$ cat config.mk
export PLATFORM = sky130hd
export DESIGN_NAME = decode_queue
export DESIGN_NICKNAME = d
export VERILOG_FILES = /design/src/rtl/decode_queue.sv
export SDC_FILE = /design/constraint.sdc
export NUM_CORES = 1
export LEC_CHECK = 0
export ABC_AREA = 0
export BUFFER_PORTS_ARGS = -buffer_cell sky130_fd_sc_hd__buf_2
export CAP_MARGIN = 5
export CELL_PAD_IN_SITES_DETAIL_PLACEMENT = 1
export CELL_PAD_IN_SITES_GLOBAL_PLACEMENT = 1
export CORE_MARGIN = 2
export CORE_UTILIZATION = 55
export CTS_CLUSTER_DIAMETER = 120
export DETAILED_ROUTE_END_ITERATION = 10
export HOLD_SLACK_MARGIN = 0.06
export PLACE_DENSITY = 0.89
export SYNTH_ARGS = -nofsm -noshare
export SYNTH_HDL_FRONTEND = slang
export SYNTH_SLANG_ARGS = --single-unit
$ cat constraint.sdc
create_clock -name clk_i -period 14.1 [get_ports clk_i]
set_input_delay 2.82 -clock clk_i [delete_from_list [all_inputs] [get_ports clk_i]]
set_output_delay 2.82 -clock clk_i [all_outputs]
set_load 0.005 [all_outputs]
$ cat src/rtl/decode_queue.sv
`default_nettype none
// ============================================================================
// decode_queue : RV32I decode stage fronted by a DEPTH-entry FIFO; decoding
//                happens at push time so all head outputs are register-driven.
// Revision     : 1.0
// ============================================================================
module decode_queue #(
    parameter int DEPTH = 4
) (
    input  logic                     clk_i,
    input  logic                     rst_ni,
    input  logic                     in_valid,
    output logic                     in_ready,
    input  logic [31:0]              in_instr,
    input  logic [31:0]              in_pc,
    input  logic                     flush,
    input  logic                     out_ready,
    output logic                     out_valid,
    output logic [31:0]              out_pc,
    output logic [31:0]              out_instr,
    output logic [4:0]               rs1_addr,
    output logic [4:0]               rs2_addr,
    output logic [4:0]               rd_addr,
    output logic [31:0]              imm,
    output logic [3:0]               alu_op,
    output logic [2:0]               br_op,
    output logic [3:0]               ld_op,
    output logic                     rd_wren,
    output logic                     mem_wren,
    output logic                     is_load,
    output logic                     op_a_sel,
    output logic                     op_b_sel,
    output logic                     branch,
    output logic                     jump,
    output logic                     illegal,
    output logic [$clog2(DEPTH):0]   count
);

    localparam int AW = $clog2(DEPTH);
    localparam logic [AW:0]   FULL_CNT = (AW+1)'(DEPTH);
    localparam logic [AW:0]   CNT_ONE  = 1;
    localparam logic [AW-1:0] PTR_ONE  = 1;

    localparam logic [6:0] OPC_LUI    = 7'b0110111;
    localparam logic [6:0] OPC_AUIPC  = 7'b0010111;
    localparam logic [6:0] OPC_JAL    = 7'b1101111;
    localparam logic [6:0] OPC_JALR   = 7'b1100111;
    localparam logic [6:0] OPC_BRANCH = 7'b1100011;
    localparam logic [6:0] OPC_LOAD   = 7'b0000011;
    localparam logic [6:0] OPC_STORE  = 7'b0100011;
    localparam logic [6:0] OPC_OPIMM  = 7'b0010011;
    localparam logic [6:0] OPC_OP     = 7'b0110011;

    typedef struct packed {
        logic [31:0] pc;
        logic [31:0] instr;
        logic [31:0] imm;
        logic [4:0]  rs1;
        logic [4:0]  rs2;
        logic [4:0]  rd;
        logic [3:0]  alu_op;
        logic [2:0]  br_op;
        logic [3:0]  ld_op;
        logic        rd_wren;
        logic        mem_wren;
        logic        is_load;
        logic        op_a_sel;
        logic        op_b_sel;
        logic        branch;
        logic        jump;
        logic        illegal;
    } entry_t;

    function automatic logic [3:0] alu_sel(input logic [2:0] f3, input logic alt,
                                           input logic allow_sub);
        logic [3:0] r;
        r = 4'd0;
        case (f3)
            3'b000: r = (allow_sub && alt) ? 4'd1 : 4'd0;
            3'b001: r = 4'd7;
            3'b010: r = 4'd2;
            3'b011: r = 4'd3;
            3'b100: r = 4'd4;
            3'b101: r = alt ? 4'd9 : 4'd8;
            3'b110: r = 4'd5;
            default: r = 4'd6;
        endcase
        return r;
    endfunction

    function automatic logic [3:0] mem_sel(input logic [2:0] f3);
        logic [3:0] r;
        case (f3)
            3'b000:  r = 4'b1001;
            3'b001:  r = 4'b1011;
            3'b010:  r = 4'b1111;
            3'b100:  r = 4'b0001;
            3'b101:  r = 4'b0011;
            default: r = 4'b0000;
        endcase
        return r;
    endfunction

    logic [6:0] opc_w;
    logic [2:0] f3_w;
    logic [6:0] f7_w;
    logic [4:0] rd_f_w;
    logic [4:0] rs1_f_w;
    logic [4:0] rs2_f_w;
    logic [31:0] imm_i_w, imm_s_w, imm_b_w, imm_u_w, imm_j_w;

    assign opc_w   = in_instr[6:0];
    assign f3_w    = in_instr[14:12];
    assign f7_w    = in_instr[31:25];
    assign rd_f_w  = in_instr[11:7];
    assign rs1_f_w = in_instr[19:15];
    assign rs2_f_w = in_instr[24:20];
    assign imm_i_w = {{20{in_instr[31]}}, in_instr[31:20]};
    assign imm_s_w = {{20{in_instr[31]}}, in_instr[31:25], in_instr[11:7]};
    assign imm_b_w = {{19{in_instr[31]}}, in_instr[31], in_instr[7], in_instr[30:25],
                      in_instr[11:8], 1'b0};
    assign imm_u_w = {in_instr[31:12], 12'd0};
    assign imm_j_w = {{11{in_instr[31]}}, in_instr[31], in_instr[19:12], in_instr[20],
                      in_instr[30:21], 1'b0};

    entry_t dec_d;
    logic   has_rd_d;
    logic   bad_d;

    always_comb begin
        dec_d       = '0;
        has_rd_d    = 1'b0;
        bad_d       = 1'b0;
        dec_d.pc    = in_pc;
        dec_d.instr = in_instr;
        dec_d.op_b_sel = (opc_w != OPC_OP);
        case (opc_w)
            OPC_LUI: begin
                dec_d.imm = imm_u_w;
                has_rd_d  = 1'b1;
            end
            OPC_AUIPC: begin
                dec_d.imm      = imm_u_w;
                dec_d.op_a_sel = 1'b1;
                has_rd_d       = 1'b1;
            end
            OPC_JAL: begin
                dec_d.imm      = imm_j_w;
                dec_d.br_op    = 3'd6;
                dec_d.op_a_sel = 1'b1;
                dec_d.branch   = 1'b1;
                dec_d.jump     = 1'b1;
                has_rd_d       = 1'b1;
            end
            OPC_JALR: begin
                dec_d.imm    = imm_i_w;
                dec_d.rs1    = rs1_f_w;
                dec_d.br_op  = 3'd7;
                dec_d.branch = 1'b1;
                dec_d.jump   = 1'b1;
                has_rd_d     = 1'b1;
            end
            OPC_BRANCH: begin
                dec_d.imm      = imm_b_w;
                dec_d.rs1      = rs1_f_w;
                dec_d.rs2      = rs2_f_w;
                dec_d.op_a_sel = 1'b1;
                dec_d.branch   = 1'b1;
                case (f3_w)
                    3'b000:  dec_d.br_op = 3'd0;
                    3'b001:  dec_d.br_op = 3'd1;
                    3'b100:  dec_d.br_op = 3'd2;
                    3'b101:  dec_d.br_op = 3'd3;
                    3'b110:  dec_d.br_op = 3'd4;
                    3'b111:  dec_d.br_op = 3'd5;
                    default: bad_d       = 1'b1;
                endcase
            end
            OPC_LOAD: begin
                dec_d.imm     = imm_i_w;
                dec_d.rs1     = rs1_f_w;
                dec_d.ld_op   = mem_sel(f3_w);
                dec_d.is_load = 1'b1;
                has_rd_d      = 1'b1;
                bad_d         = (f3_w == 3'b011) || (f3_w[2:1] == 2'b11);
            end
            OPC_STORE: begin
                dec_d.imm      = imm_s_w;
                dec_d.rs1      = rs1_f_w;
                dec_d.rs2      = rs2_f_w;
                dec_d.ld_op    = mem_sel(f3_w);
                dec_d.mem_wren = 1'b1;
                bad_d          = (f3_w > 3'b010);
            end
            OPC_OPIMM: begin
                dec_d.imm    = imm_i_w;
                dec_d.rs1    = rs1_f_w;
                dec_d.alu_op = alu_sel(f3_w, in_instr[30], 1'b0);
                has_rd_d     = 1'b1;
                // srai is the only immediate shift allowed a non-zero funct7
                if (f3_w == 3'b001)
                    bad_d = (f7_w != 7'b0000000);
                else if (f3_w == 3'b101)
                    bad_d = (f7_w != 7'b0000000) && (f7_w != 7'b0100000);
            end
            OPC_OP: begin
                dec_d.rs1    = rs1_f_w;
                dec_d.rs2    = rs2_f_w;
                dec_d.alu_op = alu_sel(f3_w, in_instr[30], 1'b1);
                has_rd_d     = 1'b1;
                bad_d        = !((f7_w == 7'b0000000) ||
                                 ((f7_w == 7'b0100000) &&
                                  ((f3_w == 3'b000) || (f3_w == 3'b101))));
            end
            default: bad_d = 1'b1;
        endcase
        if (in_instr[1:0] != 2'b11)
            bad_d = 1'b1;
        if (has_rd_d)
            dec_d.rd = rd_f_w;
        dec_d.rd_wren = has_rd_d && (rd_f_w != 5'd0);
        dec_d.illegal = bad_d;
        if (bad_d) begin
            dec_d.rd_wren  = 1'b0;
            dec_d.mem_wren = 1'b0;
            dec_d.is_load  = 1'b0;
            dec_d.branch   = 1'b0;
            dec_d.jump     = 1'b0;
        end
    end

    entry_t        mem_q [DEPTH];
    logic [AW-1:0] wr_ptr_q, wr_ptr_d;
    logic [AW-1:0] rd_ptr_q, rd_ptr_d;
    logic [AW:0]   count_q, count_d;
    logic          push_w, pop_w;
    entry_t        head_w;

    assign in_ready  = (count_q != FULL_CNT);
    assign out_valid = (count_q != '0);
    assign push_w    = in_valid && in_ready;
    assign pop_w     = out_valid && out_ready;

    always_comb begin
        wr_ptr_d = wr_ptr_q;
        rd_ptr_d = rd_ptr_q;
        count_d  = count_q;
        if (flush) begin
            wr_ptr_d = '0;
            rd_ptr_d = '0;
            count_d  = '0;
        end else begin
            if (push_w)
                wr_ptr_d = wr_ptr_q + PTR_ONE;
            if (pop_w)
                rd_ptr_d = rd_ptr_q + PTR_ONE;
            if (push_w && !pop_w)
                count_d = count_q + CNT_ONE;
            else if (pop_w && !push_w)
                count_d = count_q - CNT_ONE;
        end
    end

    always_ff @(posedge clk_i or negedge rst_ni) begin
        if (!rst_ni) begin
            wr_ptr_q <= '0;
            rd_ptr_q <= '0;
            count_q  <= '0;
        end else begin
            wr_ptr_q <= wr_ptr_d;
            rd_ptr_q <= rd_ptr_d;
            count_q  <= count_d;
        end
    end

    always_ff @(posedge clk_i) begin
        if (push_w && !flush)
            mem_q[wr_ptr_q] <= dec_d;
    end

    // Storage is never reset, so the head is masked while the queue is empty
    assign head_w = out_valid ? mem_q[rd_ptr_q] : '0;

    assign out_pc    = head_w.pc;
    assign out_instr = head_w.instr;
    assign rs1_addr  = head_w.rs1;
    assign rs2_addr  = head_w.rs2;
    assign rd_addr   = head_w.rd;
    assign imm       = head_w.imm;
    assign alu_op    = head_w.alu_op;
    assign br_op     = head_w.br_op;
    assign ld_op     = head_w.ld_op;
    assign rd_wren   = head_w.rd_wren;
    assign mem_wren  = head_w.mem_wren;
    assign is_load   = head_w.is_load;
    assign op_a_sel  = head_w.op_a_sel;
    assign op_b_sel  = head_w.op_b_sel;
    assign branch    = head_w.branch;
    assign jump      = head_w.jump;
    assign illegal   = head_w.illegal;
    assign count     = count_q;

endmodule
`default_nettype wire

==> flow_summary.yaml <==
global_routing:
  grt_pass1_vias: 11558
  grt_max_degree: 93
  grt_pass1_wl_um: 74400
  grt_use_total_pct: 25.7
  overflow: 0
  antenna_found_initial: 2
cells_and_area:
  fin_nets: 1305
  fin_util_pct: 64.2
  area_growth_pct: 15.1
  fillers: 3201
  multi_input_area_um2: 4930
  regArea_um2: 15800
  drive_gt1_share_pct: 34.8
cts:
  worstSkewPairLatency_ns: 0.58
  hold_buffers: 0
  clock_path_buffers: 3
  cts_buffers: 51
  cts_resized: 0
  clk_pin_slew_ns: 0.06
  clockRootBuffer: "clkbuf_16"
  tritoncts: "built"
  cts_setup_buffers: 0
  cts_sinks: 527
  h-tree-depth: 2
power:
  total_power_w: 0.00444
  ir_drop_uv: 172
  clock_power_share_pct: 31.2
  power_frac_seq_pct: 43.0
  p_leak_nw: 8.32
  power.internal_w: 0.00321
  swShare_pct: 27.8
  p_switching_w: 0.00123
  powerDensity_nw_per_um2: 183
  power_frac_comb_pct: 25.8
sta:
  post-route-min-period_ns: 6.27
  tightest_slew_ns: 1.09
  grt_setup_unrepaired: "no"
  hold_viol: 0
  fmaxAchievable_mhz: 159
  setup_viol: 0
  tns_ns: 0
  relSlewSlack_pct: 27.2
  drv_slew: 0
  min_period_over_period_pct: 44.5
  fin_skew_ns: 0.0208
placement:
  portBuffers: 203
  dp_hpwl_um: 30100
  place_congestion: 0.765
detailed_routing:
  m1WireLength_um: 20200
  viasPerCell: 6.04
  wirelength_um: 50000
  wl_per_cell_um: 28.1
  postRouteAntennaNets: 0
  firstDrtPassIters: 5
  drtIter0Drc: 871
  drcViolationCount: 0
  num_vias: 10774
  routed-wl-met3_um: 3050
  top_layer: "met5"
  wl_met2_um: 25400
worst_setup_path:
  path_class: "reg2out"
  worstPathArrival_ns: 3.45
  required_ns: 11.28
  worst_setup_path_end_kind: "output pin"
  start_kind: "register"
  crit_path_max_fanout: 48
floorplan:
  die_w_um: 200
  start_util_pct: 55.8
  ios: 204
  num_rows: 71
  coreArea_um2: 37700
  die-area_um2: 39800
  die_h_um: 200
min_path:
  worstHoldPathType: "reg2reg"
logic_synthesis:
  yosysSeqAreaShare_pct: 75.1
  synth_top_area_share_pct: 74.3
  synthCells: 1020
  synthArstFlopShare_pct: 1.33
  yosys_most_used_dff: "edfxtp_1"
  synthTopCellsByCount: "edfxtp_1 (520), and2_1 (157), mux4_2 (130), clkbuf_1 (31), nor2_1 (22)"
  synth-edff-count: 520
  ys_types: 58
  syn_avg_cell_area_um2: 20.6
  synth_top_cell_by_area: "edfxtp_1"
  synth-seq-cells: 527
  synth.most_common_cell: "edfxtp_1"
  synth_nets: 1094
  yosysWarnings: 0
  synth_area_leaders: "edfxtp_1 (74%), mux4_2 (14%), and2_1 (4.7%), dfrtp_1 (0.83%), a21o_1 (0.68%)"
  netlist_area_um2: 21000
outcome:
  outcome: "finished, final reports clean"
run:
  drv_cap: 0
==> cell type report <==
class,count,share of cell area (%)
Antenna cell,1,0.0103
Clock buffer,60,5.59
Clock inverter,33,1.37
Inverter,10,0.155
Multi-Input combinational cell,426,20.4
Sequential cell,527,65.3
Tap cell,511,2.64
Timing Repair Buffer,215,4.57
==> cell families after synthesis <==
logic type               share of synthesized area [%]
AO/OA/AOI/OAI                                     2.09
AND/OR/NAND/NOR                                   6.65
buffers and inverters                             1.52
XOR/XNOR                                         0.167
adder cells (fa/ha/maj)                          0.333
flip-flops                                        75.1
multiplexers                                      14.1
==> flip-flops by register name (all words and copies together), names as in the netlist <==
name,cells
wr_ptr_q,2
mem_q,520
count,3
rd_ptr_q,2
==> through the flow <==
| step | setup WS, ns | area [um2] | hold WS (ns) | std cells |
|---|---|---|---|---|
| CTS | 7.69 | 24200 | 0.624 | 1782 |
| floorplan | 7.41 | 21000 | 0.543 | 1020 |
| global route | 7.54 | 24200 | 0.671 | 1783 |
| global placement | 8.34 | 22500 | 0.566 | 1689 |
| finish | 7.83 | 24200 | 0.638 | 1783 |
| detailed placement | 8.31 | 22500 | 0.604 | 1689 |
==> per-layer routing <==
| metal | up-vias | GRT usage (%) |
|---|---|---|
| li1 | 4518 | - |
| met1 | 5717 | 35.4 |
| met2 | 441 | 42.5 |
| met3 | 96 | 4.22 |
| met4 | 2 | 8.50 |
| met5 | - | 0 |
==> power by group through the flow <==
stage | clock network [W] | registers [W] | logic [W]
global placement | 0 | 0.00193 | 0.00113
detailed placement | 0 | 0.00194 | 0.00116
floorplan | 0 | 0.00189 | 0.000741
CTS | 0.00140 | 0.00191 | 0.00117
global route | 0.00146 | 0.00192 | 0.00125
finish | 0.00138 | 0.00191 | 0.00115
==> final timing paths <==
kind | depth (start not counted) | slack (ns) | from | end
worst max-delay path | 4 | 7.83 | rd_ptr_q[0] | imm[17]
worst min-delay path | 2 | 0.64 | wr_ptr_q[1] | wr_ptr_q[1]
worst max register to register | 5 | 11.11 | count[2] | mem_q[1][62]
worst min register to register | 2 | 0.64 | wr_ptr_q[1] | wr_ptr_q[1]
max in group asynchronous | 1 | 11.83 | rst_ni | rd_ptr_q[0]
min in group asynchronous | 1 | 2.09 | rst_ni | count[2]
==> worst max-delay path, cell delays in order (launching register included) <==
cell and delay [ns]:
dfrtp_4 0.95, buf_4 0.90, mux4_2 0.66, and2_1 0.19, buf_2 0.12
==> layout by cell type (no fill, tap or decap), types with 7 or more instances in the layout <==
cell and count:
clkinv_2 13, buf_2 203, nor2_1 22, clkbuf_16 53
edfxtp_1 520, mux4_2 130, and2_1 153, buf_4 12
bufinv_16 7, inv_1 9, clkinv_1 11, clkbuf_1 7
a21o_1 19, a21oi_1 7, nor3_1 9
No activity file was read; power rests on OpenSTA's default activity.
